<file path="src/rtl/fpcvt_pkg.sv">
// fpcvt_pkg: shared widths, FSM encoding and field slicers for the fpcvt 8-bit float format
package fpcvt_pkg;
  localparam int DEF_EXP_W = 3;
  localparam int DEF_SIG_W = 4;
  localparam int DEF_LIN_W = 12;
  localparam int DEF_FP_W = 1 + DEF_EXP_W + DEF_SIG_W;
  typedef logic [DEF_FP_W-1:0] fp_t;
  typedef enum logic [1:0] {
    IDLE  = 2'd0,
    SHIFT = 2'd1,
    NEG   = 2'd2,
    DONE  = 2'd3
  } state_t;
  function automatic logic fp_sign(input fp_t fp);
    return fp[DEF_FP_W-1];
  endfunction
  function automatic logic [DEF_EXP_W-1:0] fp_exp(input fp_t fp);
    return fp[DEF_SIG_W+:DEF_EXP_W];
  endfunction
  function automatic logic [DEF_SIG_W-1:0] fp_sig(input fp_t fp);
    return fp[DEF_SIG_W-1:0];
  endfunction
endpackage

</file>
<file path="src/rtl/fp_to_linear.sv">
// fp_to_linear: expands an fpcvt code to a two's-complement linear value, one shift per cycle
module fp_to_linear
  import fpcvt_pkg::*;
#(
  parameter int EXP_W = DEF_EXP_W,
  parameter int SIG_W = DEF_SIG_W,
  parameter int LIN_W = DEF_LIN_W
) (
  input  logic                   clk,
  input  logic                   rst_n,
  input  logic                   in_valid,
  output logic                   in_ready,
  input  logic [EXP_W+SIG_W:0]   in_fp,
  output logic                   out_valid,
  input  logic                   out_ready,
  output logic [LIN_W-1:0]       out_lin,
  output logic                   busy
);
  localparam int MAG_W = LIN_W - 1;
  if (LIN_W < SIG_W + 2**EXP_W) begin : g_width_check
    $error("fp_to_linear: LIN_W too narrow for largest shifted significand");
  end
  state_t state, state_next;
  logic [MAG_W-1:0] mag;
  logic [EXP_W-1:0] cnt;
  logic             sign;
  assign in_ready  = state == IDLE;
  assign out_valid = state == DONE;
  assign busy      = state != IDLE;
  always_comb begin
    state_next = state;
    case (state)
      IDLE:    if (in_valid) state_next = SHIFT;
      SHIFT:   if (cnt == '0) state_next = NEG;
      NEG:     state_next = DONE;
      DONE:    if (out_ready) state_next = IDLE;
      default: state_next = IDLE;
    endcase
  end
  always_ff @(posedge clk or negedge rst_n) begin
    if (!rst_n) begin
      state   <= IDLE;
      mag     <= '0;
      cnt     <= '0;
      sign    <= 1'b0;
      out_lin <= '0;
    end else begin
      state <= state_next;
      if (state == IDLE && in_valid) begin
        sign <= in_fp[EXP_W+SIG_W];
        cnt  <= in_fp[SIG_W+:EXP_W];
        mag  <= {{(MAG_W-SIG_W){1'b0}}, in_fp[SIG_W-1:0]};
      end
      if (state == SHIFT && cnt != '0) begin
        mag <= mag << 1;
        cnt <= cnt - 1'b1;
      end
      // negative zero naturally collapses: -0 == 0 in two's complement
      if (state == NEG) out_lin <= sign ? -{1'b0, mag} : {1'b0, mag};
    end
  end
endmodule

</file>
<file path="config.mk">
export PLATFORM = sky130hd
export DESIGN_NAME = fp_to_linear
export DESIGN_NICKNAME = d
export VERILOG_FILES = /design/src/rtl/fpcvt_pkg.sv /design/src/rtl/fp_to_linear.sv
export SDC_FILE = /design/constraint.sdc
export NUM_CORES = 1
export LEC_CHECK = 0
export ABC_CLOCK_PERIOD_IN_PS = 2530
export CORE_MARGIN = 2
export CORE_UTILIZATION = 56
export CTS_CLUSTER_SIZE = 40
export DETAILED_ROUTE_END_ITERATION = 8
export HOLD_SLACK_MARGIN = 0.02
export PLACE_DENSITY = 0.84
export RECOVER_POWER = 25
export SLEW_MARGIN = 20
export SYNTH_ARGS = -nofsm -noshare
export SYNTH_HDL_FRONTEND = slang
export SYNTH_SLANG_ARGS = --single-unit
</file>
<file path="constraint.sdc">
create_clock -name clk -period 2.53 [get_ports clk]
set_input_delay 0.6325 -clock clk [delete_from_list [all_inputs] [get_ports clk]]
set_output_delay 0.6325 -clock clk [all_outputs]
set_load 0.005 [all_outputs]
</file>
## After elaboration in Yosys (flattened, before gate mapping)

Cells that the tools add are included.

| storage, ports and cells | value |
|---|---|
| output and inout port bits | 15 |
| latch bits | 0 |
| memories kept | 0 |
| bits in registers | 29 |
| memory bits (writable) | 0 |
| word-level logic and storage cells | 30 |
| input bits | 12 |
| ROM bits | 0 |

| cells by class | value |
|---|---|
| magnitude comparators | 0 |
| bitwise gates (word level) | 0 |
| add/sub/neg operators | 2 |
| mux-type cells | 9 |
| shift operators | 0 |
| multipliers | 0 |
| div/mod/pow operators | 0 |
| equality and inequality tests | 6 |
| reductions and logical operators | 8 |

Operators with widths:

| operator | number |
|---|---|
| 11-bit two-way mux | 2 |
| 12-bit two-way mux | 1 |
| 11-bit negator with 12-bit output | 1 |
| 2-bit case mux with 4 select lines | 1 |
| 2-bit two-way mux | 3 |
| 3-bit two-way mux | 2 |
| 2-bit equality test, second input constant | 2 |
| 2-bit != test, second input constant | 2 |
| 2-bit nonzero test | 2 |
| 3-bit zero test | 1 |
| 3-bit AND reduction | 1 |
| 3-bit nonzero test | 1 |
| 3-bit by 1-bit subtractor with 3-bit output, second input constant | 1 |
| 2-bit by 1-bit equality test with 1-bit output, second input constant | 1 |
| 1-bit logical AND | 2 |
| 2-bit zero test | 1 |
| 2-bit by 1-bit != test with 1-bit output, second input constant | 1 |

## Longest topological paths before layout

Gate-level depths: netlist of run 1.

| depth | value |
|---|---|
| word-level depth | 4 |
| depth in mapped cells | 7 |
| gate-level depth less buffers | 6 |

## Least setup slack after synthesis of run 1

OpenSTA, ideal clock, no wires.

| timing | value |
|---|---|
| kind | register to register |
| start | register state[0] |
| end | register out_lin[0] |
| setup slack | 842 ps |
| clock period less this slack | 1,688 ps |
| data required time | 2,405 ps |
| library setup time | 125 ps |
| arrival | 1,564 ps |
| cell stages (with the launch flop) | 6 |
| path buffers | 2 |
| cell sequence | dfrtp_1 > inv_1 > ha_1 > clkbuf_1 > clkbuf_1 > mux2_2 |

| between the ends | value |
|---|---|
| cells in the longest elaborated chain, start to end | 1 |

Ends and longest elaborated chain:

| item | RTL line | RTL |
|---|---|---|
| start: declaration | fp_to_linear.sv:23 | `state_t state, state_next;` |
| start signal: assignment | fp_to_linear.sv:48 | `state <= state_next;` |
| 2-bit equality test | fp_to_linear.sv:59 | `if (state == NEG) out_lin <= sign ? -{1'b0, mag} : {1'b0, mag};` |
| end signal: assignment | fp_to_linear.sv:59 |  |
| end: declaration | fp_to_linear.sv:16 | `output logic [LIN_W-1:0] out_lin,` |

No other way between the ends.
A chain may end at the register's enable or synchronous reset.

## Worst setup path in the final report of run 1

| timing | value |
|---|---|
| start | register state[0] |
| end | output in_ready |

| between the ends | value |
|---|---|
| cells in the longest elaborated chain, start to end | 1 |

Ends and longest elaborated chain:

| item | RTL line | RTL |
|---|---|---|
| 2-bit zero test | fp_to_linear.sv:27 | `assign in_ready = state == IDLE;` |
| end: declaration | fp_to_linear.sv:12 | `output logic in_ready,` |

No other way between the ends.

==> results.py, run 1 <==
metrics = {
    "run_status": {
        "status": "finished with violations",
        "failed_checks": "capacitance limit, slew limit",
    },
    "timing": {
        "worstMarginPinSlew_ns": 1.528,
        "finalSetupViolCount": 0,
        "max_freq_mhz": 423.4,
        "slew_headroom_pct": -1.846,
        "maxSlewViolCount": 30,
        "timing.final.crit_share_pct": 93.35,
        "final_hold_viol_count": 0,
        "rsz0062_at_grt": "no",
        "hold_ws_ns": 0.5053,
        "skew_ns": 0.01615,
        "tns_ns": 0,
        "fin_crit_ns": 2.362,
    },
    "worst_setup_path": {
        "cp.arrival_ns": 1.73,
        "crit_path_end_kind": "output port",
        "startpoint_type": "flip-flop",
        "r2r_cells": 6,
        "crit_type": "reg -> out",
        "crit_fanout": 8,
        "worstSetupPathDepth": 3,
        "crit_buf_inv": 2,
        "worstPathRequired_ns": 1.90,
        "crit_family": "buffers and inverters",
        "cpPeakStageDelay_ns": 0.54,
        "worstPathCellList": "inv_1 > ha_1 > clkdlybuf4s50_1",
        "cp_slowest_cell": "clkdlybuf4s50_1",
    },
    "drt": {
        "drtPass1Iterations": 5,
        "routed_wl_um": 3398,
        "wire_per_inst_um": 15.45,
        "via_per_inst": 6.050,
        "ant_nets": 0,
        "dr.first_iter.drc_count": 50,
        "drt_drc_violations_left": 0,
        "vias": 1331,
    },
    "synth": {
        "syn_area_per_cell_um2": 10.03,
        "ys.flop_type": "dfrtp_1",
        "ys_seq_elements": 29,
        "syn-cell-area_mm2": 0.001594,
        "syn_nets": 179,
        "synth-edff-count": 0,
        "synth_cells": 159,
        "synth_cell_types": 40,
        "synth_seq_area_share_pct": 45.53,
        "synth-async-reset-ratio_pct": 100.0,
        "yosysWarnings": 0,
    },
    "clock_tree": {
        "post_cts_buffers": 0,
        "cts_buffers": 5,
        "cts_hold_buf": 0,
        "clock-sinks": 29,
        "clockBufferDepth": 2,
        "cts_resized": 0,
        "clock_latency_ns": 0.35,
        "cts_tree": "done",
        "path_clk_slew_ns": 0.11,
        "cts_htree_levels": 2,
        "root_buffer": "clkbuf_4",
    },
    "global_routing": {
        "grt_pass1_vias": 1301,
        "antenna_found_initial": 0,
        "grt_pass1_wl_um": 5809,
        "grt-ovfl-total": 0,
        "grt_max_degree": 30,
        "grtUsageTotal_pct": 23.48,
    },
    "final_layout": {
        "stdcell_area_mm2": 0.001963,
        "post-route-util_pct": 71.81,
        "drive_above_1_share_pct": 8.466,
        "layout.cells.non_filler": 220,
        "area_growth_pct": 23.16,
        "fillCellCount": 208,
        "antenna_cells": 0,
        "nets": 208,
    },
    "floorplan": {
        "die_area_mm2": 0.003289,
        "die_y_um": 57.35,
        "initial_utilization_pct": 58.31,
        "rows": 19,
        "die_x_um": 57.35,
        "ioPinCount": 27,
        "core_mm2": 0.002734,
    },
    "placed_design": {
        "hpwlAfterDp_um": 2421,
        "place.gp.congestion": 0.7711,
        "io_buffer_count": 26,
        "dp_cells": 212,
        "placed_area_mm2": 0.001897,
    },
    "hold_path": {
        "holdPathStages": 1,
        "hold_class": "reg -> reg",
    },
    "flow_run": {
        "maxCapViolations": 1,
    },
    "power_and_ir_drop": {
        "powerDensity_mw_per_mm2": 1348,
        "leakage_uw": 0.0008973,
        "peakVddDrop_mv": 0.9015,
    },
}
cells in the mapped netlist, types with 2 or more instances:
| library cell | n | area, um^2 |
|---|---|---|
| a2111o_1 | 2 | 22.52 |
| a211oi_1 | 4 | 30.03 |
| a21oi_1 | 7 | 35.03 |
| a221oi_1 | 2 | 17.52 |
| a22o_1 | 7 | 61.31 |
| a31oi_1 | 4 | 25.02 |
| and3_1 | 2 | 12.51 |
| and3b_1 | 2 | 17.52 |
| clkbuf_1 | 9 | 33.78 |
| dfrtp_1 | 29 | 725.7 |
| ha_1 | 8 | 100.1 |
| inv_1 | 12 | 45.04 |
| mux2_2 | 3 | 33.78 |
| mux2i_1 | 5 | 50.05 |
| nand2_1 | 8 | 30.03 |
| nand2b_1 | 4 | 25.02 |
| nand3_1 | 5 | 25.02 |
| nand4_1 | 4 | 25.02 |
| nor2_1 | 6 | 22.52 |
| nor2b_1 | 6 | 37.54 |
| nor3_1 | 2 | 10.01 |
| nor3b_1 | 3 | 22.52 |
| o211ai_1 | 2 | 15.01 |
| o21ai_0 | 4 | 20.02 |
| or4_1 | 4 | 30.03 |
area by class of cell:
type                       count  area [um^2]  area share, %
multi-input combinational    108        785.8          40.03
sequential                    29        725.7          36.97
timing repair buffer          31        294.0          14.98
clock buffer                   7        65.06          3.314
inverter                      13        48.80          2.486
tap                           31        38.79          1.976
clock inverter                 1        5.005         0.2549
placed cells by master (no fill, tap or decap), drive strengths merged, types with 2 or more instances in the layout:
master and instances:
clkbuf 8, inv 12, clkdlybuf4s50 25, nor2 6, nor3b 3, or4 5, nand4 4, a22o 7
ha 8, clkinv 2, nand2 8, and3 2, o211ai 2, and3b 2, mux2i 5, a21oi 7
a211oi 4, mux2 3, nor3 2, nand3 5, a2111o 2, a221oi 2, a31oi 4, o21ai 4
nand2b 4, nor2b 6, buf 4, dfrtp 29
path summary, 6_finish.rpt:
check                                   startpoint                      end  slack [ns]
max                           state[0]$_DFFE_PN0P_                 in_ready        0.17
min in group asynchronous                    rst_n  out_lin[11]$_DFFE_PN0P_        1.18
max reg2reg                     cnt[0]$_DFFE_PN0P_       mag[8]$_DFFE_PN0P_        0.51
max in group asynchronous                    rst_n       mag[3]$_DFFE_PN0P_        0.45
min                        out_lin[11]$_DFFE_PN0P_  out_lin[11]$_DFFE_PN0P_        0.51
min reg2reg                out_lin[11]$_DFFE_PN0P_  out_lin[11]$_DFFE_PN0P_        0.51
report_power, final:
group / total, uW / internal, uW / switching (uW)
sequential: 939 / 683 / 256
combinational: 1370 / 706 / 667
clock: 334 / 161 / 173
total: 2650 / 1550 / 1100
through the flow:
step,setup WS (ns),power [uW]
after floorplan,0.8418,1799
after global placement,0.4004,2228
after detailed placement,0.3388,2316
after CTS,0.1474,2655
after global routing,0.04043,2875
final,0.1683,2646
cells by family after synthesis:
| group | share of synthesized area, % |
|---|---|
| AOI/OAI and AO/OA | 18.13 |
| xor gates and xnor gates | 1.099 |
| adders and majority gates | 6.280 |
| buffers and inverters | 5.180 |
| DFF | 45.53 |
| muxes | 5.259 |
| and+or+nand+nor | 18.52 |
metal layers:
layer | vias up | part of all wire [%] | wire, um | GRT usage (%)
met5 | - | 0 | 0 | 0
met4 | 0 | 2.2 | 76 | 12.29
met2 | 33 | 49 | 1661 | 37.34
met1 | 644 | 44 | 1511 | 29.08
li1 | 645 | - | - | -
met3 | 9 | 4.4 | 149 | 6.576
state kept, by name, summed over array words and instances (netlist names):
signal and count:
out_lin 12, mag 11, cnt 3, state 2, sign 1
(Power assumes the default switching activity.)
==> inputs of run 2 (changes only) <==
SLEW_MARGIN = 25   (was 20)
==> results of run 2 <==
Same layout as run 1: the final DEF is identical, and so are final timing and power.
